**src/rtl/hdmi_packet_pkg.sv**
```systemverilog
// Shared HDMI data-island packet definitions (used by the packet assembler and disassembler).
package hdmi_packet_pkg;

    localparam int unsigned PACKET_PIXELS    = 32;
    localparam int unsigned HEADER_BITS      = 24;
    localparam int unsigned SUB_BITS         = 56;
    localparam int unsigned ECC_BITS         = 8;
    localparam int unsigned NUM_SUBS         = 4;
    localparam int unsigned PIXEL_IDX_W      = $clog2(PACKET_PIXELS);
    localparam int unsigned HEADER_WORD_BITS = HEADER_BITS + ECC_BITS;
    localparam int unsigned SUB_WORD_BITS    = SUB_BITS + ECC_BITS;

    typedef logic [HEADER_BITS-1:0] header_t;
    typedef logic [SUB_BITS-1:0]    subpacket_t;
    typedef logic [ECC_BITS-1:0]    ecc_t;
    typedef logic [PIXEL_IDX_W-1:0] pixel_idx_t;

    localparam ecc_t ECC_POLY = 8'h83;

    typedef enum logic {
        ST_IDLE,
        ST_COLLECT
    } state_t;

    // One serial step of the reflected BCH parity LFSR.
    function automatic ecc_t ecc_update(input ecc_t ecc, input logic din, input ecc_t poly);
        logic fb;
        fb = din ^ ecc[0];
        return (ecc >> 1) ^ (fb ? poly : ecc_t'(0));
    endfunction

endpackage

```
**src/rtl/packet_disassembler_if.sv**
```systemverilog
// Data-island bus between the TERC4 decoder (master) and the packet disassembler (slave).
interface packet_disassembler_if;
    import hdmi_packet_pkg::*;

    logic                        island_active;
    logic [3:0]                  data0;
    logic [3:0]                  data1;
    logic [3:0]                  data2;
    header_t                     header;
    subpacket_t [NUM_SUBS-1:0]   sub;
    logic                        header_ok;
    logic [NUM_SUBS-1:0]         sub_ok;
    logic                        packet_valid;
    logic                        packet_abort;

    modport master (
        output island_active, data0, data1, data2,
        input  header, sub, header_ok, sub_ok, packet_valid, packet_abort
    );

    modport slave (
        input  island_active, data0, data1, data2,
        output header, sub, header_ok, sub_ok, packet_valid, packet_abort
    );

endinterface

```
**src/rtl/bch_ecc_step.sv**
```systemverilog
// Combinational BCH parity update over BITS_PER_STEP serial bits, bit 0 first.
module bch_ecc_step
    import hdmi_packet_pkg::*;
#(
    parameter int unsigned BITS_PER_STEP = 1,
    parameter ecc_t        POLY          = ECC_POLY
) (
    input  ecc_t                     ecc_i,
    input  logic [BITS_PER_STEP-1:0] bits_i,
    output ecc_t                     ecc_c
);

    always_comb begin
        ecc_c = ecc_i;
        for (int unsigned k = 0; k < BITS_PER_STEP; k++) begin
            ecc_c = ecc_update(ecc_c, bits_i[k], POLY);
        end
    end

endmodule

```
**src/rtl/packet_disassembler.sv**
```systemverilog
// Reassembles 32-pixel HDMI data-island packets from TERC4 nibbles and checks BCH parity
// on the header and each subpacket.
module packet_disassembler
    import hdmi_packet_pkg::*;
(
    input  logic                  clk_pixel,
    input  logic                  reset,
    packet_disassembler_if.slave  bus
);

    state_t     state_q, state_d;
    pixel_idx_t count_q, count_d;

    logic [HEADER_WORD_BITS-1:0]              hdr_sr_q, hdr_sr_d;
    logic [NUM_SUBS-1:0][SUB_WORD_BITS-1:0]   sub_sr_q, sub_sr_d;
    ecc_t                                     hdr_ecc_q, hdr_ecc_d;
    ecc_t [NUM_SUBS-1:0]                      sub_ecc_q, sub_ecc_d;

    ecc_t hdr_ecc_seed_c, hdr_ecc_next_c;
    ecc_t sub_ecc_seed_c [NUM_SUBS];
    ecc_t sub_ecc_next_c [NUM_SUBS];

    header_t                   header_q, header_d;
    subpacket_t [NUM_SUBS-1:0] sub_q, sub_d;
    logic                      header_ok_q, header_ok_d;
    logic [NUM_SUBS-1:0]       sub_ok_q, sub_ok_d;
    logic                      packet_valid_q, packet_valid_d;
    logic                      packet_abort_q, packet_abort_d;

    logic capture_c, first_pixel_c, last_pixel_c, hdr_in_data_c, sub_in_data_c;
    logic unused_data0_c;

    // Sync bits and the spare channel-0 bit carry nothing for packet reassembly.
    assign unused_data0_c = ^{bus.data0[3], bus.data0[1:0]};

    assign capture_c     = bus.island_active;
    assign first_pixel_c = (count_q == '0);
    assign last_pixel_c  = capture_c && (count_q == pixel_idx_t'(PACKET_PIXELS - 1));
    assign hdr_in_data_c = (count_q < pixel_idx_t'(HEADER_BITS));
    assign sub_in_data_c = (count_q < pixel_idx_t'(SUB_BITS / 2));

    // State register.
    always_ff @(posedge clk_pixel or posedge reset) begin
        if (reset) begin
            state_q <= ST_IDLE;
            count_q <= '0;
        end else begin
            state_q <= state_d;
            count_q <= count_d;
        end
    end

    // Next-state logic; the pixel counter wraps so back-to-back packets stay in COLLECT.
    always_comb begin
        state_d = state_q;
        count_d = count_q;
        case (state_q)
            ST_IDLE: begin
                if (bus.island_active) begin
                    state_d = ST_COLLECT;
                    count_d = pixel_idx_t'(1);
                end
            end
            ST_COLLECT: begin
                if (bus.island_active) begin
                    count_d = count_q + pixel_idx_t'(1);
                end else begin
                    state_d = ST_IDLE;
                    count_d = '0;
                end
            end
            default: begin
                state_d = ST_IDLE;
                count_d = '0;
            end
        endcase
    end

    // Parity accumulators restart from zero on pixel 0, so no bubble between packets.
    always_comb begin
        hdr_ecc_seed_c = first_pixel_c ? ecc_t'(0) : hdr_ecc_q;
        for (int unsigned j = 0; j < NUM_SUBS; j++) begin
            sub_ecc_seed_c[j] = first_pixel_c ? ecc_t'(0) : sub_ecc_q[j];
        end
    end

    bch_ecc_step #(.BITS_PER_STEP(1), .POLY(ECC_POLY)) u_hdr_ecc (
        .ecc_i  (hdr_ecc_seed_c),
        .bits_i (bus.data0[2]),
        .ecc_c  (hdr_ecc_next_c)
    );

    for (genvar j = 0; j < NUM_SUBS; j++) begin : g_sub_ecc
        bch_ecc_step #(.BITS_PER_STEP(2), .POLY(ECC_POLY)) u_sub_ecc (
            .ecc_i  (sub_ecc_seed_c[j]),
            .bits_i ({bus.data2[j], bus.data1[j]}),
            .ecc_c  (sub_ecc_next_c[j])
        );
    end

    // Shift registers fill from the top, so pixel 0 lands in bit 0 after 32 captures.
    always_comb begin
        hdr_sr_d  = hdr_sr_q;
        sub_sr_d  = sub_sr_q;
        hdr_ecc_d = hdr_ecc_q;
        sub_ecc_d = sub_ecc_q;
        if (capture_c) begin
            hdr_sr_d = {bus.data0[2], hdr_sr_q[HEADER_WORD_BITS-1:1]};
            if (hdr_in_data_c) begin
                hdr_ecc_d = hdr_ecc_next_c;
            end
            for (int unsigned j = 0; j < NUM_SUBS; j++) begin
                sub_sr_d[j] = {bus.data2[j], bus.data1[j], sub_sr_q[j][SUB_WORD_BITS-1:2]};
                if (sub_in_data_c) begin
                    sub_ecc_d[j] = sub_ecc_next_c[j];
                end
            end
        end
    end

    // Output logic: publish a completed packet, or flag an island that ended mid-packet.
    always_comb begin
        packet_valid_d = 1'b0;
        packet_abort_d = 1'b0;
        header_d       = header_q;
        sub_d          = sub_q;
        header_ok_d    = header_ok_q;
        sub_ok_d       = sub_ok_q;
        if ((state_q == ST_COLLECT) && !bus.island_active && (count_q != '0)) begin
            packet_abort_d = 1'b1;
        end
        if (last_pixel_c) begin
            packet_valid_d = 1'b1;
            header_d       = hdr_sr_d[HEADER_BITS-1:0];
            header_ok_d    = (hdr_ecc_q == hdr_sr_d[HEADER_WORD_BITS-1:HEADER_BITS]);
            for (int unsigned j = 0; j < NUM_SUBS; j++) begin
                sub_d[j]    = sub_sr_d[j][SUB_BITS-1:0];
                sub_ok_d[j] = (sub_ecc_q[j] == sub_sr_d[j][SUB_WORD_BITS-1:SUB_BITS]);
            end
        end
    end

    always_ff @(posedge clk_pixel or posedge reset) begin
        if (reset) begin
            hdr_sr_q       <= '0;
            sub_sr_q       <= '0;
            hdr_ecc_q      <= '0;
            sub_ecc_q      <= '0;
            header_q       <= '0;
            sub_q          <= '0;
            header_ok_q    <= 1'b0;
            sub_ok_q       <= '0;
            packet_valid_q <= 1'b0;
            packet_abort_q <= 1'b0;
        end else begin
            hdr_sr_q       <= hdr_sr_d;
            sub_sr_q       <= sub_sr_d;
            hdr_ecc_q      <= hdr_ecc_d;
            sub_ecc_q      <= sub_ecc_d;
            header_q       <= header_d;
            sub_q          <= sub_d;
            header_ok_q    <= header_ok_d;
            sub_ok_q       <= sub_ok_d;
            packet_valid_q <= packet_valid_d;
            packet_abort_q <= packet_abort_d;
        end
    end

    assign bus.header       = header_q;
    assign bus.sub          = sub_q;
    assign bus.header_ok    = header_ok_q;
    assign bus.sub_ok       = sub_ok_q;
    assign bus.packet_valid = packet_valid_q;
    assign bus.packet_abort = packet_abort_q;

endmodule

```
**src/flat_wrapper.sv**
```systemverilog
// flat-port wrapper written by rule: the top's interface ports become plain ports
module packet_disassembler_flat import hdmi_packet_pkg::*;
  (clk_pixel, reset, bus_island_active, bus_data0, bus_data1, bus_data2, bus_header, bus_sub, bus_header_ok, bus_sub_ok, bus_packet_valid, bus_packet_abort);
  packet_disassembler_if bus_i ();
  input  logic clk_pixel;
  input  logic reset;
  input wire logic [$bits(bus_i.island_active)-1:0] bus_island_active;
  input wire logic [$bits(bus_i.data0)-1:0] bus_data0;
  input wire logic [$bits(bus_i.data1)-1:0] bus_data1;
  input wire logic [$bits(bus_i.data2)-1:0] bus_data2;
  output wire logic [$bits(bus_i.header)-1:0] bus_header;
  output wire logic [$bits(bus_i.sub)-1:0] bus_sub;
  output wire logic [$bits(bus_i.header_ok)-1:0] bus_header_ok;
  output wire logic [$bits(bus_i.sub_ok)-1:0] bus_sub_ok;
  output wire logic [$bits(bus_i.packet_valid)-1:0] bus_packet_valid;
  output wire logic [$bits(bus_i.packet_abort)-1:0] bus_packet_abort;
  assign bus_i.island_active = bus_island_active;
  assign bus_i.data0 = bus_data0;
  assign bus_i.data1 = bus_data1;
  assign bus_i.data2 = bus_data2;
  assign bus_header = bus_i.header;
  assign bus_sub = bus_i.sub;
  assign bus_header_ok = bus_i.header_ok;
  assign bus_sub_ok = bus_i.sub_ok;
  assign bus_packet_valid = bus_i.packet_valid;
  assign bus_packet_abort = bus_i.packet_abort;
  packet_disassembler u_core (.clk_pixel(clk_pixel), .reset(reset), .bus(bus_i));
endmodule
```
**config.mk**
```make
export PLATFORM = sky130hd
export DESIGN_NAME = packet_disassembler_flat
export DESIGN_NICKNAME = d
export VERILOG_FILES = /design/src/rtl/hdmi_packet_pkg.sv /design/src/rtl/packet_disassembler_if.sv /design/src/rtl/bch_ecc_step.sv /design/src/rtl/packet_disassembler.sv /design/src/flat_wrapper.sv
export SDC_FILE = /design/constraint.sdc
export NUM_CORES = 1
export LEC_CHECK = 0
export ABC_AREA = 1
export CORE_MARGIN = 2
export CORE_UTILIZATION = 45
export DETAILED_ROUTE_END_ITERATION = 10
export PLACE_DENSITY = 0.69
export SYNTH_ARGS = -nofsm -noshare
export SYNTH_HDL_FRONTEND = slang
export SYNTH_HIERARCHICAL = 1
export SYNTH_SLANG_ARGS = --single-unit
```
**constraint.sdc**
```tcl
create_clock -name clk_pixel -period 19.31 [get_ports clk_pixel]
set_clock_uncertainty 0.1 [all_clocks]
set_input_delay 1.931 -clock clk_pixel [delete_from_list [all_inputs] [get_ports clk_pixel]]
set_output_delay 1.931 -clock clk_pixel [all_outputs]
set_load 0.02 [all_outputs]
```
## After elaboration in Yosys (flattened, before gate mapping)

Index checks and enable logic that the tools add are counted.

- Add/subtract/negate cells: 1
- Muxes and demuxes: 22
- $lt $le $gt $ge: 2
- Reduce and logical (&&, ||, !) cells: 8
- Bitwise gates (word level): 19
- Equality and inequality tests: 7

Operators by type and width:

| kind | number |
|---|---|
| 2-to-1 mux 256 bit | 1 |
| 2-to-1 mux 8 bit | 14 |
| bitwise XOR 7 x 8 -> 8 bit | 9 |
| == test 8 bit | 5 |
| 2-to-1 mux 32 bit | 1 |
| < comparator 5 bit, second input constant | 2 |
| 2-to-1 mux 5 bit | 2 |
| one-hot mux 5 bit (2 select lines) | 1 |
| bitwise XOR 1 bit | 9 |
| adder 5 x 1 -> 5 bit, second input constant | 1 |
| == test 5 bit, second input constant | 1 |
| logical NOT 5 bit | 1 |
| nonzero test 5 bit | 1 |
| AND reduction 2 bit | 2 |
| logical AND 1 bit | 3 |
| 2-to-1 mux 1 bit | 3 |
| != test 2 bit, second input constant | 1 |
| logical NOT 1 bit | 1 |
| NOT 1 bit | 1 |

- Output and inout bits: 255
- Bits in registers: 589
- Word-level logic and storage cells: 80
- Input bits: 15

## Longest topological paths before layout

Gate-level depths: netlist (run 1).

- Depth after elaboration: 8
- Gate-level depth with buffers: 15
- Depth with buffers taken out: 14

## Hierarchy

Netlist (run 1), hierarchy kept.

By module, submodules not included:

| module | seq. area each (µm²) | area each (µm²) | cells each | instances |
|---|---|---|---|---|
| packet_disassembler | 14513.9 | 22499.1 | 2434 | 1 |
| bch_ecc_step at u_core.g_sub_ecc[0].u_sub_ecc ... | 0.0 | 163.9 | 33 | 4 |
| bch_ecc_step at u_core.u_hdr_ecc | 0.0 | 98.8 | 20 | 1 |

## Worst setup path after synthesis (run 1)

OpenSTA, ideal clock, no wires.

- Kind: input port to flip-flop
- From: in bus_island_active
- To: reg u_core.sub_ok_q[1] (netlist: u_core/bus.sub_ok[1])
- Arrival time: 2.825 ns
- Path slack: 16.321 ns
- Stages on the path: 9
- Data required time: 19.145 ns
- Setup time: 0.065 ns
- Buffers on the path: 4
- Cell sequence: buf_6 -> buf_6 -> buf_6 -> buf_6 -> o211ai_2 -> nand2_1 -> nor2_1 -> nand3_1 -> nand2_1

- Word-level cells in the longest chain between the ends: 2
- Elaborated cells between the ends (all ways): 3
- Classes of those cells: eq/ne: 1; mux: 1; reduce/logical: 1

Ends and longest elaborated chain:

| element | RTL line | source |
|---|---|---|
| start: declaration | flat_wrapper.sv:7 | `input wire logic [$bits(bus_i.island_active)-1:0] bus_island_active;` |
| 2-to-1 mux 256 bit | packet_disassembler.sv:107 | `if (capture_c) begin` |
| == test 8 bit | packet_disassembler.sv:138 | `sub_ok_d[j] = (sub_ecc_q[j] == sub_sr_d[j][SUB_WORD_BITS-1:SUB_BITS]);` |
| end signal: assignment | packet_disassembler.sv:163 | `sub_ok_q <= sub_ok_d;` |
| end: declaration | packet_disassembler.sv:26 | `logic [NUM_SUBS-1:0] sub_ok_q, sub_ok_d;` |

Parallel ways exist; a longest one is shown, timed or not.
A chain may end at the register's enable or synchronous reset.

## Worst setup path after layout (run 1)

- From: in bus_island_active
- To: reg u_core.sub_q, in the netlist u_core/bus.sub[215]

- Word-level cells in the longest chain between the ends: 1
- Elaborated cells between the ends (all ways): 2
- Classes of those cells: mux: 1; reduce/logical: 1

Ends and longest elaborated chain:

| element | RTL line | source |
|---|---|---|
| 2-to-1 mux 256 bit / logical AND 1 bit (equally long branches) | packet_disassembler.sv:107, packet_disassembler.sv:38 |  |
| end signal: assignment | packet_disassembler.sv:161 | `sub_q <= sub_d;` |
| end: declaration | packet_disassembler.sv:24 | `subpacket_t [NUM_SUBS-1:0] sub_q, sub_d;` |

Parallel ways exist; a longest one is shown, timed or not.

==> results.yml, run 1 <==
worst_hold_path:
  holdPathEnd: "u_core/sub_sr_q[42]"
  hold_class: "flip-flop to flip-flop"
  min_from: "u_core/sub_sr_q[44]"
  hold_depth: 2
routing:
  vias: 16700
  wl_per_cell_um: 13.9
  avgViaCountPerCell: 4.77
  wl_um: 48500
  drc: 0
  drt_iter0_markers: 1401
  antenna_left: 0
  first_pass_iters: 8
worst_setup_path:
  crit_top_cell: "buf_4"
  start_kind: "input pin"
  end_kind: "flip-flop"
  crit_fanout: 187
  path_cells: "buf_8 > nand2_8 > buf_4 > buf_4 > o21ai_0"
  r2r-start: "u_core/count_q[0]"
  crit_required_ns: 19.65
  crit_path_max_incr_delay_ns: 0.86
  crit_arrival_ns: 5.11
  critPathKind: "input pin to flip-flop"
  r2r_cells: 8
  r2r-end: "u_core/bus.sub[215]"
  cp_slowest_cell: "buf_4"
  regToRegSetupSlack_ns: 15.37
floorplan:
  die_h_um: 231
  die_area_sq_um: 53500
  design.core.area_sq_um: 51200
  start_util: 0.454
  die_x_um: 231
  rows: 83
  num_io_pins: 270
layout:
  n_antenna_cell: 0
  drive_gt1_frac: 0.0486
  multiInputGateArea_sq_um: 6620
  syn2layout_area_growth_pct: 20.6
  fillers: 4497
  nets: 2790
  layout.cells.non_filler: 3497
  fin_util: 0.548
  regArea_sq_um: 14500
power_and_ir_drop:
  leakage_nw: 13.0
  ir_worst_vdd_v: 0.0000711
  powerDensity_nw_per_um2: 102
timing:
  worst_slew_pin_slew_ns: 1.13
  period_minus_slack_ns: 4.77
  fmax_mhz: 210
  setup_viol: 0
  hold_viol_final: 0
  max_slew_margin: 0.244
  fin_setup_tns_ns: 0
  timing.hold.ws_ns: 0.369
  rsz0062_at_grt: "false"
  fin_crit_sh: 0.247
  drv_slew: 0
placed_design:
  dp.cells: 3391
  portBuffers: 266
  gp_congestion: 0.799
  dp_hpwl_um: 30300
global_routing:
  grt_overflow: 0
  track_usage: 0.182
  grt_pass1_vias: 16100
  grt_pass1_wl_um: 80800
  grt_max_degree: 259
  antenna_found_initial: 0
logic_synthesis:
  synth-seq-area-share: 0.624
  avgSynthCellArea_sq_um: 8.99
  ys_seq_elements: 580
  ys_top_cells_by_area: "dfrtp_1 (62%), nand2_1 (13%), o21ai_0 (11%)"
  yosys.cell_types.count: 25
  syn-num-nets: 2604
  ys_warn_count: 6
  synth_top_area_frac: 0.624
  yosysTopAreaCell: "dfrtp_1"
  syn-cell-area_sq_um: 23300
  syn_inst: 2586
clock_network:
  post-cts-setup-buffers: 0
  cts_resized: 0
  ctsHoldBuffers: 0
  cts_buffer_depth: 3
  root_buffer: "clkbuf_16"
  cts_max_level: 2
  insertion_delay_ns: 0.61
  cts_tree: "done"
  path_clk_slew_ns: 0.06
  cts_made_buffers: 59
  clock_sinks: 580
flow_run:
  cap_violations: 0
outcome:
  outcome: "finished, final reports clean"
[where the power goes]
part / switching, mW / leakage, nW / total [mW] / internal (mW)
Clock: 0.469 / 0.969 / 1.16 / 0.689
Combinational: 0.218 / 4.24 / 0.320 / 0.103
Sequential: 0.0615 / 7.80 / 1.39 / 1.33
Total: 0.748 / 13.0 / 2.87 / 2.13
[area by class of cell]
cell class	count	share of cell area
clock inverters	24	0.0114
well taps	680	0.0303
repair buffers	278	0.0992
flip-flops and latches	580	0.518
clock buffers	82	0.0590
multi-input cells	1507	0.236
inverters	346	0.0466
[state kept, by name, summed over array words and instances (netlist names)]
register,flops
u_core/bus.packet_abort,1
u_core/bus.header_ok,1
u_core/sub_sr_q,248
u_core/bus.packet_valid,1
u_core/state_q,1
u_core/bus.sub,224
u_core/bus.header,24
u_core/hdr_sr_q,31
u_core/count_q,5
u_core/bus.sub_ok,4
u_core/hdr_ecc_q,8
u_core/sub_ecc_q,32
[worst max-delay path: cells and delay by family]
family / cells / cell delay (ns)
compound gates: 1 / 0.21
buf+inv: 3 / 1.84
simple gates: 1 / 0.79
[through the flow]
step | cell area [sq um] | setup slack, ns | total power [mW]
global route | 28000 | 14.29 | 3.04
CTS | 28000 | 14.64 | 2.91
global placement | 26100 | 14.07 | 1.72
detailed placement | 26100 | 13.99 | 1.73
floorplan | 23300 | 1.05 | 1.68
finish | 28000 | 14.54 | 2.87
[logic make-up after synthesis]
group,after synthesis,share of synthesized area
XOR/XNOR,6,0.00226
AO/OA/AOI/OAI,538,0.118
adder cells (fa/ha/maj),3,0.00161
buffers and inverters,499,0.0921
flip-flops,580,0.624
AND/OR/NAND/NOR,960,0.162
[layer usage]
metal	wire [um]	global-route usage
met1	22700	0.259
met2	22600	0.289
met4	1150	0.0492
met3	2060	0.0328
met5	0	0
[how the worst max path moves through the flow]
stage	startpoint	slack [ns]	depth (start not counted)	end
detailed placement	bus_island_active	13.99	5	u_core/bus.sub[154]
global route	bus_island_active	14.29	5	u_core/bus.sub[217]
finish	bus_island_active	14.54	5	u_core/bus.sub[215]
global placement	bus_island_active	14.07	5	u_core/bus.sub[112]
CTS	bus_island_active	14.64	5	u_core/bus.sub[215]
floorplan	reset	1.05	1	u_core/bus.header[0]
[synth_stat cells]
cell type,n
inv_1,345
nor2_1,72
o211ai_1,1
clkbuf_1,63
buf_6,8
xor2_1,1
xnor2_1,5
buf_2,40
buf_4,42
o22ai_1,2
o21ai_2,1
ha_1,3
inv_2,1
and2_1,2
o21ai_4,2
o21ai_1,4
nor3_1,1
dfrtp_1,580
o211ai_2,1
a21oi_1,9
nand2_2,25
nand3_1,79
o21bai_2,1
o21ai_0,517
nand2_1,781
[layout by cell type (no fill, tap or decap), drive strengths merged, types with 13 or more instances in the layout]
cell	count
nor2	72
inv	347
clkbuf	82
o21ai	524
dfrtp	580
clkdlybuf4s50	265
buf	13
nand3	79
clkinv	14
nand2	806
(Power assumes the default switching activity.)
==> run 2, diff against run 1 <==
Settings changed: PLACE_DENSITY 0.69 to 0.66.
Clock period 19.31 ns to 4.6 ns, I/O delays scaled along.
==> results.yml, run 2 (synthesis results as in run 1) <==
outcome:
  outcome: "finished, final reports clean"
timing:
  period_minus_slack_ns: 2.58
  max_slew_margin: 0.117
  worst_slew_pin_slew_ns: 1.32
  hold_viol_final: 0
  timing.hold.ws_ns: 0.195
  fin_crit_sh: 0.562
  setup_viol: 0
  drv_slew: 0
  fmax_mhz: 387
  fin_setup_tns_ns: 0
  rsz0062_at_grt: "false"
power_and_ir_drop:
  powerDensity_nw_per_um2: 421
  ir_worst_vdd_v: 0.000274
  finalPower_mw: 11.8
  leakage_nw: 13.0
worst_setup_path:
  r2r_cells: 8
  crit_arrival_ns: 2.97
  end_kind: "flip-flop"
  crit_fanout: 274
  critPathKind: "flip-flop to flip-flop"
  r2r-start: "u_core/count_q[0]"
  r2r-end: "u_core/bus.sub[78]"
  regToRegSetupSlack_ns: 2.02
  start_kind: "flip-flop"
  crit_required_ns: 4.98
layout:
  drive_gt1_frac: 0.0492
  syn2layout_area_growth_pct: 20.6
  n_antenna_cell: 0
  nets: 2798
  regArea_sq_um: 14500
  fillers: 4574
  largest_reg_flops: 248
  layout_common_cells: "nand2_1 (781), dfrtp_1 (580), o21ai_0 (517), inv_1 (344), clkdlybuf4s50_1 (265)"
  final_common_cell: "nand2_1"
  stdcell_area_sq_um: 28100
  multiInputGateArea_sq_um: 6620
  largest-register: "u_core/sub_sr_q"
clock_network:
  path_clk_slew_ns: 0.06
  clock_sinks: 580
  cts_max_level: 2
  cts_tree: "done"
  insertion_delay_ns: 0.60
  cts_resized: 0
  cts_buffer_depth: 3
  ctsHoldBuffers: 0
  root_buffer: "clkbuf_16"
  cts_made_buffers: 59
  post-cts-setup-buffers: 0
floorplan:
  design.core.area_sq_um: 51200
  die_h_um: 231
  die_area_sq_um: 53500
  num_io_pins: 270
  start_util: 0.454
  die_x_um: 231
  rows: 83
global_routing:
  grt_overflow: 0
  track_usage: 0.185
  grt_max_degree: 275
  use_met2: 0.302
  grt_pass1_wl_um: 81400
  met3_usage: 0.0347
  busiest_layer: "met2"
  grt_pass1_vias: 16300
  met1_usage: 0.251
  antenna_found_initial: 0
routing:
  drc: 0
  avgViaCountPerCell: 4.78
  antenna_left: 0
  vias: 16700
  wl_per_cell_um: 14.0
  first_pass_iters: 5
  drt_iter0_markers: 1319
  wl_um: 49100
placed_design:
  gp_congestion: 0.778
  dp_hpwl_um: 31600
  portBuffers: 266
  placed_area_sq_um: 26200
worst_hold_path:
  min_from: "bus_island_active"
  hold_class: "input pin to flip-flop"
  hold_depth: 1
  holdPathEnd: "u_core/state_q"
flow_run:
  cap_violations: 0
## run 2: changes by cell type in the layout (fill, tap and decap cells not counted)
cell and delta:
inv_8 -1, inv_6 +2, bufinv_16 -4, clkinv_8 -1, buf_4 +2, clkbuf_16 -1, buf_12 +6, clkbuf_8 +3
clkinv_4 -1, clkinv_2 -3, clkbuf_1 +4
## run 2: layout make-up
cell class | instances | share of cell area
timing repair buffer | 286 | 0.104
clock inverter | 16 | 0.00602
sequential | 580 | 0.517
clock buffer | 88 | 0.0601
multi-input combinational | 1507 | 0.236
inverter | 346 | 0.0464
tap | 680 | 0.0303
## run 2: how the worst max path moves through the flow
| stage | to | slack [ns] | start |
|---|---|---|---|
| 3_3_place_gp | u_core/sub_ecc_q[24] | 1.83 | bus_island_active |
| 5_1_grt | u_core/bus.sub[93] | 2.04 | u_core/count_q[0] |
| 6_report | u_core/bus.sub[78] | 2.02 | u_core/count_q[0] |
| 2_1_floorplan | u_core/bus.header[0] | -3.86 | reset |
| 4_1_cts | u_core/bus.sub[126] | 2.23 | u_core/count_q[0] |
| 3_5_place_dp | u_core/sub_ecc_q[13] | 1.78 | bus_island_active |
## run 2: worst max-delay path: stages, from the launching register on
cell and delay (ns):
dfrtp_1 0.40, ha_1 0.24, nand2_1 0.07, nor2_1 0.04
ha_1 0.25, nand2_8 0.11, buf_12 0.48, nand2_1 0.13
o21ai_0 0.13
## run 2: power breakdown
group          internal (mW)  switching [mW]
clock network           2.68            1.91
logic                  0.441           0.912
registers               5.60           0.265
## run 2: metal layers
| layer | wire, um | up-vias |
|---|---|---|
| li1 | - | 8396 |
| met1 | 22300 | 7978 |
| met2 | 23500 | 277 |
| met3 | 2050 | 82 |
| met4 | 1250 | 0 |
| met5 | 0 | - |
## run 2: per-stage QoR
step / utilization / cells / setup slack, ns
2_1_floorplan: - / 2586 / -3.86
3_3_place_gp: 0.512 / 3399 / 1.83
3_5_place_dp: 0.512 / 3399 / 1.78
4_1_cts: 0.548 / 3503 / 2.23
5_1_grt: 0.548 / 3503 / 2.04
6_report: 0.548 / 3503 / 2.02
==> patch 1, RTL diff (settings of run 2) <==
The package constant `PACKET_PIXELS` goes from 32 to 64.
--- a/src/rtl/hdmi_packet_pkg.sv
+++ b/src/rtl/hdmi_packet_pkg.sv
@@ -2,5 +2,5 @@
 package hdmi_packet_pkg;
 
-    localparam int unsigned PACKET_PIXELS    = 32;
+    localparam int unsigned PACKET_PIXELS    = 64;
     localparam int unsigned HEADER_BITS      = 24;
     localparam int unsigned SUB_BITS         = 56;
Check against the original RTL: no difference found for any inputs over 10 cycles, from zero or initial values and one cycle with reset high; that may be too few to reach the edited logic, so the function may still have changed.
==> patch 1 against run 2 <==
- count of clock-buffer cells in the layout up 7
- worst setup slack gained 0.14 ns
- highest routed layer unchanged
- critical path type is now primary input to register
- register-to-register slack better by 0.26 ns
- hold slack better by 0.073 ns
- area after synthesis increased by 2.9%
- wire length up 11%
- total power rose by 8.0%
- cell area grew 3.6%
- critical endpoint is now u_core/sub_ecc_q[9]
- sequential cell count increased by 10
- sequential power up 2%
- critical path depth decreased by 2
==> patch 1: results (changes against run 2) <==
Crit-path slowest cell: buf_8
Syn Nets: 2,690 (+3.3%)
number of buffers added on ports: 266 (unchanged)
Top delay family on crit path: buffers and inverters
clk slew on worst S/H paths: 0.06 ns (about the same)
Hold Crit Class: primary input to register
post-CTS setup buffers: 0 (unchanged)
largest stage delay on the critical path: 0.60 ns (+0.12 ns)
GP Congestion: 0.784 (+0.68%)
starting DRC count in detailed routing: 1,698 (+29%)
first-pass GRT wire length: 90.5 mm (+11%)
CTS Root Cell: clkbuf_16
top_reg_cell synth: dfrtp_1
Largest register FFs: 256 (+3.2%)
Via density: 5.07 (+6.1%)
Detail Placement HPWL: 33.7 mm (+6.8%)
Non-Filler Instances: 3,611 (+3.1%)
share of post-route cells with drive strength above 1: 5.54% (+0.62 points)
Worst-Skew Late Latency: 0.59 ns
synth top area cells: dfrtp_1, nand2_1, a31oi_1
Placed Cells incl. Taps: 3,495 (+2.8%)
warnings from Yosys: 6 (unchanged)
Async S/R FF share, synth: 100% (unchanged)
nets: 2,892 (+3.4%)
number of global-route vias before repair: 17.7k (+9.1%)
outcome: completed
Leakage Power: 0.0150 uW (+15%)
TritonCTS Buffers: 66 (+12%)
GRT Overall Usage: 19.7% (+1.3 points)
CP Max Fanout: 150 (-45%)
initial antenna violation count: 1 (+1)
sequential area share after synthesis: 61.7% (-0.72 points)
largest net degree at the start of global routing: 188 (-32%)
Synth Area per Inst: 8.95 sq um (-0.44%)
Peak VDD IR: 0.258 mV (-5.7%)
DR pass1 iterations: 5 (unchanged)
Post-CTS Resized: 0 (unchanged)
Post-synth top cells: nand2_1, dfrtp_1, nor2_1
Largest Register: u_core/sub_sr_q
Post-Route WL: 54.6 mm (+11%)
CTS H-tree lvls: 3 (+1)
worst rel slew slack: 31.5% (+20 points)
Longest Clk Path Bufs: 3 (unchanged)
Cell variety after synth: 29 (+16%)
CP arrival: 2.85 ns (-0.12 ns)
## patch 1: changes by cell type in the layout (fill, tap and decap cells not counted), moves of 4 or more
cell       delta
o21ai_1      +26
nand3_1      -15
a31oi_1     +244
nand2_1     +284
nor2_1      +204
clkbuf_8      +9
clkbuf_16     +9
o211ai_1     +10
inv_1       -187
dfrtp_1      +10
clkbuf_1     -11
buf_12        +4
o21ai_0     -490
## patch 1: routing by layer
layer	part of all wire [%]	global-route usage, %	vias to the layer above	routed length (um)
li1	-	-	8948	-
met4	2.1	6.41	0	1170
met3	4.0	2.88	83	2210
met5	0	0	-	0
met2	48	32.2	397	26100
met1	46	27.3	8880	25200
## patch 1: worst register-to-register path: stages (launching register included)
cell	delay (ns)
dfrtp_1	0.37
ha_1	0.15
nand2_1	0.08
inv_2	0.13
nand2_2	0.09
nor2_4	0.27
buf_4	0.60
nand3_1	0.15
nor2_1	0.13
nand3_1	0.12
nand2_1	0.09
## patch 1: final cells by class
type / instances / area, sq um
Tap cell: 688 / 861
Sequential cell: 590 / 14800
Multi-Input combinational cell: 1769 / 7610
Fill cell: 4618 / 23500
Clock buffer: 95 / 1990
Inverter: 161 / 616
Timing Repair Buffer: 287 / 2980
Clock inverter: 20 / 250
Antenna cell: 1 / 2.50
## patch 1: worst paths after layout
path / from / cells past startpoint / endpoint / slack [ns]
worst max-delay path: bus_island_active / 6 / u_core/sub_ecc_q[9] / 2.15
max in group asynchronous: reset / 4 / u_core/bus.sub[216] / 2.99
worst max register to register: u_core/count_q[1] / 10 / u_core/bus.sub_ok[2] / 2.28
min in group asynchronous: reset / 2 / u_core/sub_sr_q[17] / 0.28
worst min register to register: u_core/sub_sr_q[128] / 2 / u_core/sub_sr_q[128] / 0.37
worst min-delay path: bus_island_active / 1 / u_core/state_q / 0.27
## patch 1: stage by stage
stage | instance area, sq um | setup WS (ns)
floorplan | 23900 | -4.00
global placement | 26800 | 1.51
detailed placement | 26800 | 1.49
CTS | 29100 | 2.12
global route | 29100 | 1.93
finish | 29100 | 2.15
## patch 1: report_power, final
part	leakage (uW)	internal (uW)	total, uW	switching (uW)
registers	0.00801	5690	6000	308
logic	0.00586	463	1390	931
clock network	0.00111	3250	5360	2110
total	0.0150	9400	12800	3350
## patch 1: cell families after synthesis
| kind of cell | after synthesis | synth area share (%) |
|---|---|---|
| simple gates | 1437 | 23.3 |
| flops | 590 | 61.7 |
| compound gates | 324 | 8.24 |
| buf+inv | 314 | 6.48 |
| xor+xnor | 6 | 0.220 |
| fa+ha+maj | 2 | 0.105 |
==> patch 2, RTL diff (config.mk and constraints of run 2) <==
Without the edit above. Make the reset (`reset`) synchronous in 2 clocked blocks.
--- a/src/rtl/packet_disassembler.sv
+++ b/src/rtl/packet_disassembler.sv
@@ -41,5 +41,5 @@
 
     // State register.
-    always_ff @(posedge clk_pixel or posedge reset) begin
+    always_ff @(posedge clk_pixel) begin
         if (reset) begin
             state_q <= ST_IDLE;
@@ -141,5 +141,5 @@
     end
 
-    always_ff @(posedge clk_pixel or posedge reset) begin
+    always_ff @(posedge clk_pixel) begin
         if (reset) begin
             hdr_sr_q       <= '0;
Formal check against the unedited RTL: differs if reset is asserted again (counterexample within 4 cycles, from zero or initial values and one cycle with reset high); with reset held inactive, the same outputs for 10 cycles.
==> patch 2 against run 2 <==
- area after synthesis decreased by 12%
- count of clock-buffer cells in the layout decreased by 4
- critical endpoint is now u_core/bus.sub[131]
- cell area down 11%
- sequential cell count stayed put
- die area down 12%
- worst setup slack worse by 0.32 ns
- core utilization is 0.50 points higher
- wire length is 1.4% lower
- non-clock buffer count fell by 2
- maximum frequency decreased by 11%
- sequential share of layout area fell by 5.2 points
Power is not compared: it rests on default switching activity, and its combinational part moved more than twofold at a synthesized area within 25%.
==> patch 2: results (changes against run 2) <==
Async S/R FF share, synth: 0% (-100 points)
Post-Route WL: 48.4 mm (-1.4%)
TritonCTS Buffers: 55 (-6.8%)
number of global-route vias before repair: 15.4k (-5.5%)
Crit-path slowest cell: buf_4
nets: 2,591 (-7.4%)
DR WL/cell: 15.0 um (+7.3%)
RR Startpoint: u_core/count_q[0]
largest stage delay on the critical path: 0.78 ns (+0.30 ns)
Hold Crit Start: reset
top_reg_cell synth: dfxtp_1
synth top area cells: dfxtp_1, nand3_1, o21ai_0
CP Max Fanout: 177 (-35%)
GRT Overall Usage: 19.9% (+1.5 points)
Detail Placement HPWL: 29.2 mm (-7.4%)
Cell variety after synth: 29 (+16%)
Placement Setup Slack: 1.68 ns (-0.0948 ns)
Top delay family on crit path: buffers and inverters
outcome: completed
Syn Nets: 2,440 (-6.3%)
Post-synth top cells: dfxtp_1, inv_1, nand3_1
CP arrival: 3.31 ns (+0.34 ns)
largest net degree at the start of global routing: 178 (-35%)
starting DRC count in detailed routing: 1,176 (-11%)
Via density: 5.15 (+7.9%)
share of post-route cells with drive strength above 1: 5.62% (+0.69 points)
first-pass GRT wire length: 78.1 mm (-4.0%)
-- patch 2: through the flow --
stage                     power (uW)  area, sq um  instances
final                          10000        24900       3218
after CTS                      10200        24900       3217
after global routing           10400        24900       3217
after floorplan                 5520        20400       2422
after global placement          5580        23100       3116
after detailed placement        5590        23100       3116
-- patch 2: final cells by class --
| cell class | instances | area (sq um) |
|---|---|---|
| diodes | 1 | 2.50 |
| clock buffers | 84 | 1680 |
| clock inverters | 17 | 180 |
| fillers | 4132 | 20200 |
| inverters | 360 | 1370 |
| multi-input cells | 1292 | 6480 |
| flip-flops and latches | 580 | 11600 |
| well taps | 600 | 751 |
| repair buffers | 284 | 2850 |
-- patch 2: final timing paths --
path	endpoint	slack, ns	cells past startpoint
worst min-delay path	u_core/bus.packet_valid	0.11	2
worst max-delay path	u_core/bus.sub[131]	1.70	9
worst min register to register	u_core/bus.sub_ok[2]	0.37	2
worst max register to register	u_core/bus.sub[131]	1.70	9
-- patch 2: metal layers --
metal / vias up / routed length [um] / global-route usage (%) / part of all wire [%]
li1: 8332 / - / - / -
met3: 75 / 2120 / 3.38 / 4.4
met5: - / 0 / 0 / 0
met1: 7831 / 22600 / 26.8 / 47
met2: 341 / 22500 / 32.8 / 46
met4: 0 / 1190 / 6.21 / 2.5
-- patch 2: logic make-up (layout without fill, tap and decap cells) --
family	Yosys count	after routing	share of synthesized area, %
adder cells (fa/ha/maj)	3	3	0.184
buffers and inverters	550	745	11.4
AND/OR/NAND/NOR	664	664	14.5
other	0	1	0
AO/OA/AOI/OAI	620	620	16.8
XOR/XNOR	5	5	0.215
flip-flops	580	580	56.9
-- patch 2: power by group through the flow --
stage / Sequential, uW / Combinational [uW] / Clock, uW
global route: 5080 / 453 / 4900
floorplan: 5190 / 327 / 0
global placement: 5190 / 392 / 0
finish: 5080 / 402 / 4560
detailed placement: 5190 / 400 / 0
CTS: 5080 / 402 / 4680
